### config.mk
export PLATFORM = sky130hd
export DESIGN_NAME = fifo_fwft_reader
export DESIGN_NICKNAME = d
export VERILOG_FILES = /design/src/rtl/fifo_fwft_reader.sv
export SDC_FILE = /design/constraint.sdc
export NUM_CORES = 1
export LEC_CHECK = 0
export CORE_ASPECT_RATIO = 0.6
export CORE_MARGIN = 1
export CORE_UTILIZATION = 43
export DETAILED_ROUTE_END_ITERATION = 7
export GPL_ROUTABILITY_DRIVEN = 0
export GPL_TIMING_DRIVEN = 1
export PLACE_DENSITY_LB_ADDON = 0.05
export SLEW_MARGIN = 20
export SYNTH_ARGS = -nofsm -noshare
export SYNTH_HDL_FRONTEND = slang
export SYNTH_SLANG_ARGS = --single-unit
export TNS_END_PERCENT = 30
### constraint.sdc
create_clock -name clk -period 2.3 [get_ports clk]
set_input_delay 0.23 -clock clk [delete_from_list [all_inputs] [get_ports clk]]
set_output_delay 0.23 -clock clk [all_outputs]
set_load 0.01 [all_outputs]
### src/rtl/fifo_fwft_reader.sv
// Read-side master for sync_fifo: prefetches into a 2-entry buffer and presents
// the words as a first-word-fall-through valid/ready stream.
module fifo_fwft_reader #(
    parameter int DWIDTH    = 16,
    parameter int CNT_WIDTH = 8
) (
    input  logic                 clk,
    input  logic                 rstn,
    output logic                 fifo_rden,
    input  logic                 fifo_empty,
    input  logic [DWIDTH-1:0]    fifo_dout,
    input  logic                 flush,
    output logic                 m_valid,
    input  logic                 m_ready,
    output logic [DWIDTH-1:0]    m_data,
    output logic [CNT_WIDTH-1:0] xfer_cnt
);

    typedef enum logic [1:0] {
        S_EMPTY = 2'd0,
        S_ONE   = 2'd1,
        S_TWO   = 2'd2
    } occ_t;

    occ_t              occ;
    logic              inflight;
    logic [DWIDTH-1:0] entry0;
    logic [DWIDTH-1:0] entry1;
    logic              pop;
    logic              fill;
    logic [2:0]        credit;

    assign pop  = m_valid && m_ready;
    assign fill = inflight;

    // Words that will be held after this edge if no new read is issued; the
    // read strobe is combinational from m_ready so a draining buffer refills
    // without a bubble.
    assign credit    = {1'b0, occ} + {2'b00, inflight} - {2'b00, pop};
    assign fifo_rden = rstn && !flush && !fifo_empty && (credit < 3'd2);

    assign m_data = entry0;

    always_ff @(posedge clk) begin
        if (!rstn) begin
            occ      <= S_EMPTY;
            inflight <= 1'b0;
            m_valid  <= 1'b0;
            entry0   <= '0;
            entry1   <= '0;
            xfer_cnt <= '0;
        end else begin
            inflight <= fifo_rden;
            if (pop) xfer_cnt <= xfer_cnt + 1'b1;

            if (flush) begin
                occ     <= S_EMPTY;
                m_valid <= 1'b0;
            end else begin
                unique case (occ)
                    S_EMPTY: begin
                        if (fill) begin
                            entry0  <= fifo_dout;
                            occ     <= S_ONE;
                            m_valid <= 1'b1;
                        end
                    end
                    S_ONE: begin
                        if (fill && pop) begin
                            entry0 <= fifo_dout;
                        end else if (fill) begin
                            entry1 <= fifo_dout;
                            occ    <= S_TWO;
                        end else if (pop) begin
                            occ     <= S_EMPTY;
                            m_valid <= 1'b0;
                        end
                    end
                    S_TWO: begin
                        if (pop) begin
                            entry0 <= entry1;
                            if (fill) entry1 <= fifo_dout;
                            else      occ    <= S_ONE;
                        end
                    end
                    default: begin
                        occ     <= S_EMPTY;
                        m_valid <= 1'b0;
                    end
                endcase
            end
        end
    end

    // The credit rule must never let a word land on a full buffer.
    a_no_overfill: assert property (@(posedge clk) disable iff (!rstn)
        !(fill && !pop && !flush && occ == S_TWO));

endmodule
* Yosys cells after proc, flatten, opt, wreduce, memory -nomap -nowiden
Cells that the tools add are included.
** Operators by class
- $add $sub $neg :: 3
- $mul :: 0
- Div/mod/pow operators :: 0
- $lt $le $gt $ge :: 1
- Equal/unequal tests :: 10
- Shifts and indexed selects :: 0
- Mux-type cells :: 20
- Bitwise logic cells :: 3
- Reductions and logical operators :: 15
** Operators with widths (count)
- $mux 16 :: 6
- $pmux 16 s3 :: 1
- $pmux 16 s2 :: 1
- $reduce_and 5->1 :: 3
- $ne 2x2->1 const B :: 7
- $mux 2 :: 6
- $add 8x1->8 const B :: 1
- $pmux 2 s3 :: 1
- $logic_and 1x1->1 :: 5
- $mux 1 :: 4
- $reduce_and 4->1 :: 1
- $add 2x1->3 :: 1
- $lt 3x2->1 const B :: 1
- $ne 3x3->1 const B :: 1
- $not 1->1 :: 3
- $pmux 1 s3 :: 1
- $reduce_bool 3->1 :: 1
- $sub 3x1->3 :: 1
- $eq 2x1->1 const B :: 1
- $eq 2x2->1 const B :: 1
- $logic_not 1->1 :: 2
- $logic_not 2->1 :: 1
- $reduce_bool 2->1 :: 1
- $reduce_or 2->1 :: 1
** Word-level totals
- Flip-flop bits (word level) :: 44
- Bits in latches :: 0
- RAM bits :: 0
- Memory bits (read-only) :: 0
- Bits of input ports :: 21
- Output and inout bits :: 26
- Logic and storage cells :: 58
- Memories :: 0

* Logic depth before layout (Yosys ltp)
Gate-level depths: netlist (run 1).
- Word-level depth :: 5
- Mapped depth :: 8

* Worst setup path after synthesis (run 1)
No wires, ideal clock.
- Path type :: register to output
- Start :: register m_valid
- End :: output port fifo_rden
- Data arrival time :: 2.113 ns
- Required time :: 2.070 ns
- Path slack :: -0.043 ns
- Stages on the path, launching flop included :: 9
- Path buffers :: 1
- Cell sequence :: dfxtp_1 and2_1 buf_2 inv_1 ha_1 nand2_1 fa_1 xor2_1 nor4b_1
** On the way
- Cells in the longest elaborated chain, start to end :: 4
** RTL lines
- from (decl) :: RTL line 13 : output logic m_valid,
- from (signal assigned) :: RTL line 48 : m_valid <= 1'b0;
- from (signal assigned) :: RTL line 58 : m_valid <= 1'b0;
- from (signal assigned) :: RTL line 65 : m_valid <= 1'b1;
- $logic_and 1x1->1 :: RTL line 33 : assign pop = m_valid && m_ready;
- $sub 3x1->3 :: RTL line 39 : assign credit = {1'b0, occ} + {2'b00, inflight} - {2'b00, pop};
- $lt 3x2->1 :: RTL line 40 : assign fifo_rden = rstn && !flush && !fifo_empty && (credit < 3'd2);
- $logic_and 1x1->1 :: RTL line 40
- to (decl) :: RTL line 9 : output logic fifo_rden,
No other way between the ends.

* Final worst setup path (run 1)
Same ends and word-level chain as after synthesis.

==> results of run 1 <==
per-layer routing:
metal / vias to the layer above / track usage, % / wire length [µm]
met1: 797 / 24.0 / 2220
met4: 0 / 3.63 / 23
met5: - / 0 / 0
met3: 2 / 4.51 / 176
li1: 869 / - / -
met2: 33 / 26.7 / 1800
final cells by class:
cell class / instances / share of cell area (%)
Timing Repair Buffer: 59 / 20.4
Sequential cell: 44 / 32.1
Clock inverter: 2 / 0.456
Inverter: 5 / 0.775
Tap cell: 63 / 2.87
Multi-Input combinational cell: 156 / 40.9
Clock buffer: 5 / 2.51
how the worst max path moves through the flow:
stage                         start  cells after the start  slack, ns   endpoint
2_1_floorplan  m_valid$_SDFFE_PP0P_                      8       0.08  fifo_rden
3_3_place_gp                m_ready                      9      -0.49  fifo_rden
3_5_place_dp                m_ready                      9      -0.57  fifo_rden
4_1_cts        m_valid$_SDFFE_PP0P_                      8      -0.03  fifo_rden
5_1_grt        m_valid$_SDFFE_PP0P_                      8     -0.006  fifo_rden
6_report       m_valid$_SDFFE_PP0P_                      8       0.04  fifo_rden
power by group:
group	switching [µW]	total, µW	leakage (µW)	internal (µW)
registers	22.8	822	0.000357	799
logic	146	325	0.000763	179
clock network	255	461	0.0000400	206
total	424	1610	0.00116	1180
Yosys cell counts (all sizes together), types with 2 or more instances:
| cell type | number |
|---|---|
| dfxtp | 44 |
| and3 | 3 |
| a221oi | 2 |
| buf | 10 |
| clkbuf | 6 |
| nor2 | 2 |
| and2 | 8 |
| ha | 6 |
| o21bai | 2 |
| a21boi | 3 |
| nand4 | 4 |
| o211a | 16 |
| nand3 | 17 |
| xnor2 | 7 |
| nor4b | 2 |
| inv | 5 |
| mux2i | 16 |
| nand2 | 41 |
| o21ai | 16 |
registers in the layout (all words and copies together) (netlist names):
register / count
occ: 2
fill: 1
m_data: 16
m_valid: 1
xfer_cnt: 8
entry1: 16
cell families after synthesis:
logic type	Yosys count
flip-flops	44
AO/OA/AOI/OAI	42
buffers and inverters	21
adder cells (fa/ha/maj)	7
AND/OR/NAND/NOR	83
multiplexers	16
XOR/XNOR	8
stage by stage:
stage / instance area, µm² / cells / power [µW]
finish: 2740 / 334 / 1610
CTS: 2740 / 333 / 1630
global placement: 2620 / 325 / 1150
detailed placement: 2620 / 325 / 1150
global route: 2740 / 334 / 1690
floorplan: 2080 / 221 / 1010
worst register-to-register path: cells and delay by family, from the launching register on:
family / cells / cell delay (ns)
AOI/OAI and AO/OA: 1 / 0.10
DFF: 1 / 0.49
and+or+nand+nor: 3 / 0.56
buffers and inverters: 2 / 0.46
adders and majority gates: 1 / 0.31
timing repair:
item                       in CTS  in global routing
setup buffers                   1                  1
setup endpoints to repair       1                  1
pin swaps                       4                  3
resized for setup              13                  0
hold buffers                    0                  0
==> run metrics, run 1 <==
endpoints failing setup 0; fraction of layout cells with a size suffix above 1 between 10% and 20%; synth warn 0; GRT Resource Usage Total roughly 17%; Worst R2R End entry1[8]$_SDFFE_PN0P_; Mapped Cells 221; first-pass GRT wire length 7010 µm; Lkg Pwr 0.00116 µW; H-tree depth 2; drc violations 0; area grow syn2layout 32.3%; area taken by multi-input logic gates between 1000 and 1500 µm²; Reg2Reg Depth 7; clk_skew 0.00348 ns; CTS max path bufs 2; WHS 0.416 ns; Setup WS pre-CTS -0.573 ns; CP max-delay cell fa_2; Synth cell types 35; clk slew on worst S/H paths 0.08 ns; Max-slew headroom approximately 65%; final period utilization about 98%; register area 882 µm²; core region area 4610 µm²; number of synthesized flops with an enable pin 0; total global routing overflow 0; Routed WL 4210 µm; post-synthesis sequential area ratio 42.5%; Post-Synth XOR/XNOR Area under 10%; CP Max Fanout 2; Vias 1,701; largest net degree at the start of global routing 57; root buffer cell clkbuf_8; die area approximately 5100 µm²; main combinational cell family by area after synthesis simple AND/OR/NAND/NOR gates; most frequent cells in the layout dfxtp_1 (43), clkdlybuf4s50_1 (43), nand2_1 (40); Initial Utilization 45.0%; post-synthesis compound-gate area fraction between 10% and 20%; multiplexer area fraction after synthesis 7.72%; hold endpoint occ[1]$_SDFFE_PP0P_; Fmax achieved 443 MHz; Synth Area in Simple Gates 20.0%; I/O Buffers 46; RSZ-0062 raised after global routing true; Final Hold Viols 0; Seq cells post-synth between 40 and 50; min Tclk post-route 2.26 ns; CP startpoint kind flip-flop; top_reg_cell synth dfxtp_1; setup_tns 0 ns; clock latency on the worst-skew pair between 0.2 and 0.3 ns; status finished, final reports clean; Mapped Area between 2000 and 2500 µm²; Crit Path Category flip-flop to output port; Final Core Density between 50% and 60%; slowest stage delay, CP 0.35 ns; 1st-iter DRT viols 47; Mapped Nets 249; vias in the first global route 1,504; clk sink count 44; Async SR Flop Fraction 0%; Critical Path AT around 2.0 ns; hold depth 4; WL per Instance 12.6 µm; area fraction of the dominant cell type after synthesis 42.5%; FP Rows 19; final slew viol count 0; hold_sp rstn; antenna violations before repair 0; crit path buf inv count 2; ANT nets after route 0; final net count approximately 300; synthesized area per cell 9.38 µm²; Vias/cell 5.09; Synth Area in Adders between 4 and 5%; Die Height 55.8 µm; DIE WIDTH approximately 92 µm; DPL Wire Length 2800 µm; min-delay worst type primary input to flip-flop; cells along the critical path and2_4 > inv_4 > ha_4 > nand2_2 > fa_2 > xor2_2 > nor4b_2 > buf_2; CTS Buf Count 5; pwr dens 586 nW/µm²; Critical Path End Type output port; Top delay family on crit path adder cells; max cap viols 0; ANT cells 0; Filler cells 428; final worst slack about 0.044 ns; VDD IR-drop max 0.000272 V; R2R setup slack approximately 0.31 ns; worst r2r src occ[1]$_SDFFE_PP0P_; I/O pin count 47; Area contributors post-synth dfxtp_1 (42%), mux2i_1 (7.7%), o211a_1 (7.7%), nand2_1 (7.4%), nand3_1 (4.1%); Worst Tran Pin Value around 0.53 ns; drt first pass iters 4; Yosys top cell by area dfxtp_1; Data required, critical path around 2.1 ns; CTS tree done
Note: power is estimated with default switching activity, not from simulation.
==> run 2, diff against run 1 <==
--- a/config.mk
+++ b/config.mk
@@ -12,7 +12,7 @@
 export GPL_ROUTABILITY_DRIVEN = 0
 export GPL_TIMING_DRIVEN = 1
 export PLACE_DENSITY_LB_ADDON = 0.05
-export SLEW_MARGIN = 20
+export SETUP_SLACK_MARGIN = 0.02
 export SYNTH_ARGS = -nofsm -noshare
 export SYNTH_HDL_FRONTEND = slang
 export SYNTH_SLANG_ARGS = --single-unit
==> results of run 2 <==
Same layout as run 1: the final DEF is identical, and so are final timing and power.
==> run 3, diff against run 2 <==
--- a/config.mk
+++ b/config.mk
@@ -5,6 +5,7 @@
 export SDC_FILE = /design/constraint.sdc
 export NUM_CORES = 1
 export LEC_CHECK = 0
+export ABC_CLOCK_PERIOD_IN_PS = 2300
 export CORE_ASPECT_RATIO = 0.6
 export CORE_MARGIN = 1
 export CORE_UTILIZATION = 43
==> results of run 3 <==
Same layout as run 1: the final DEF is identical, and so are final timing and power.
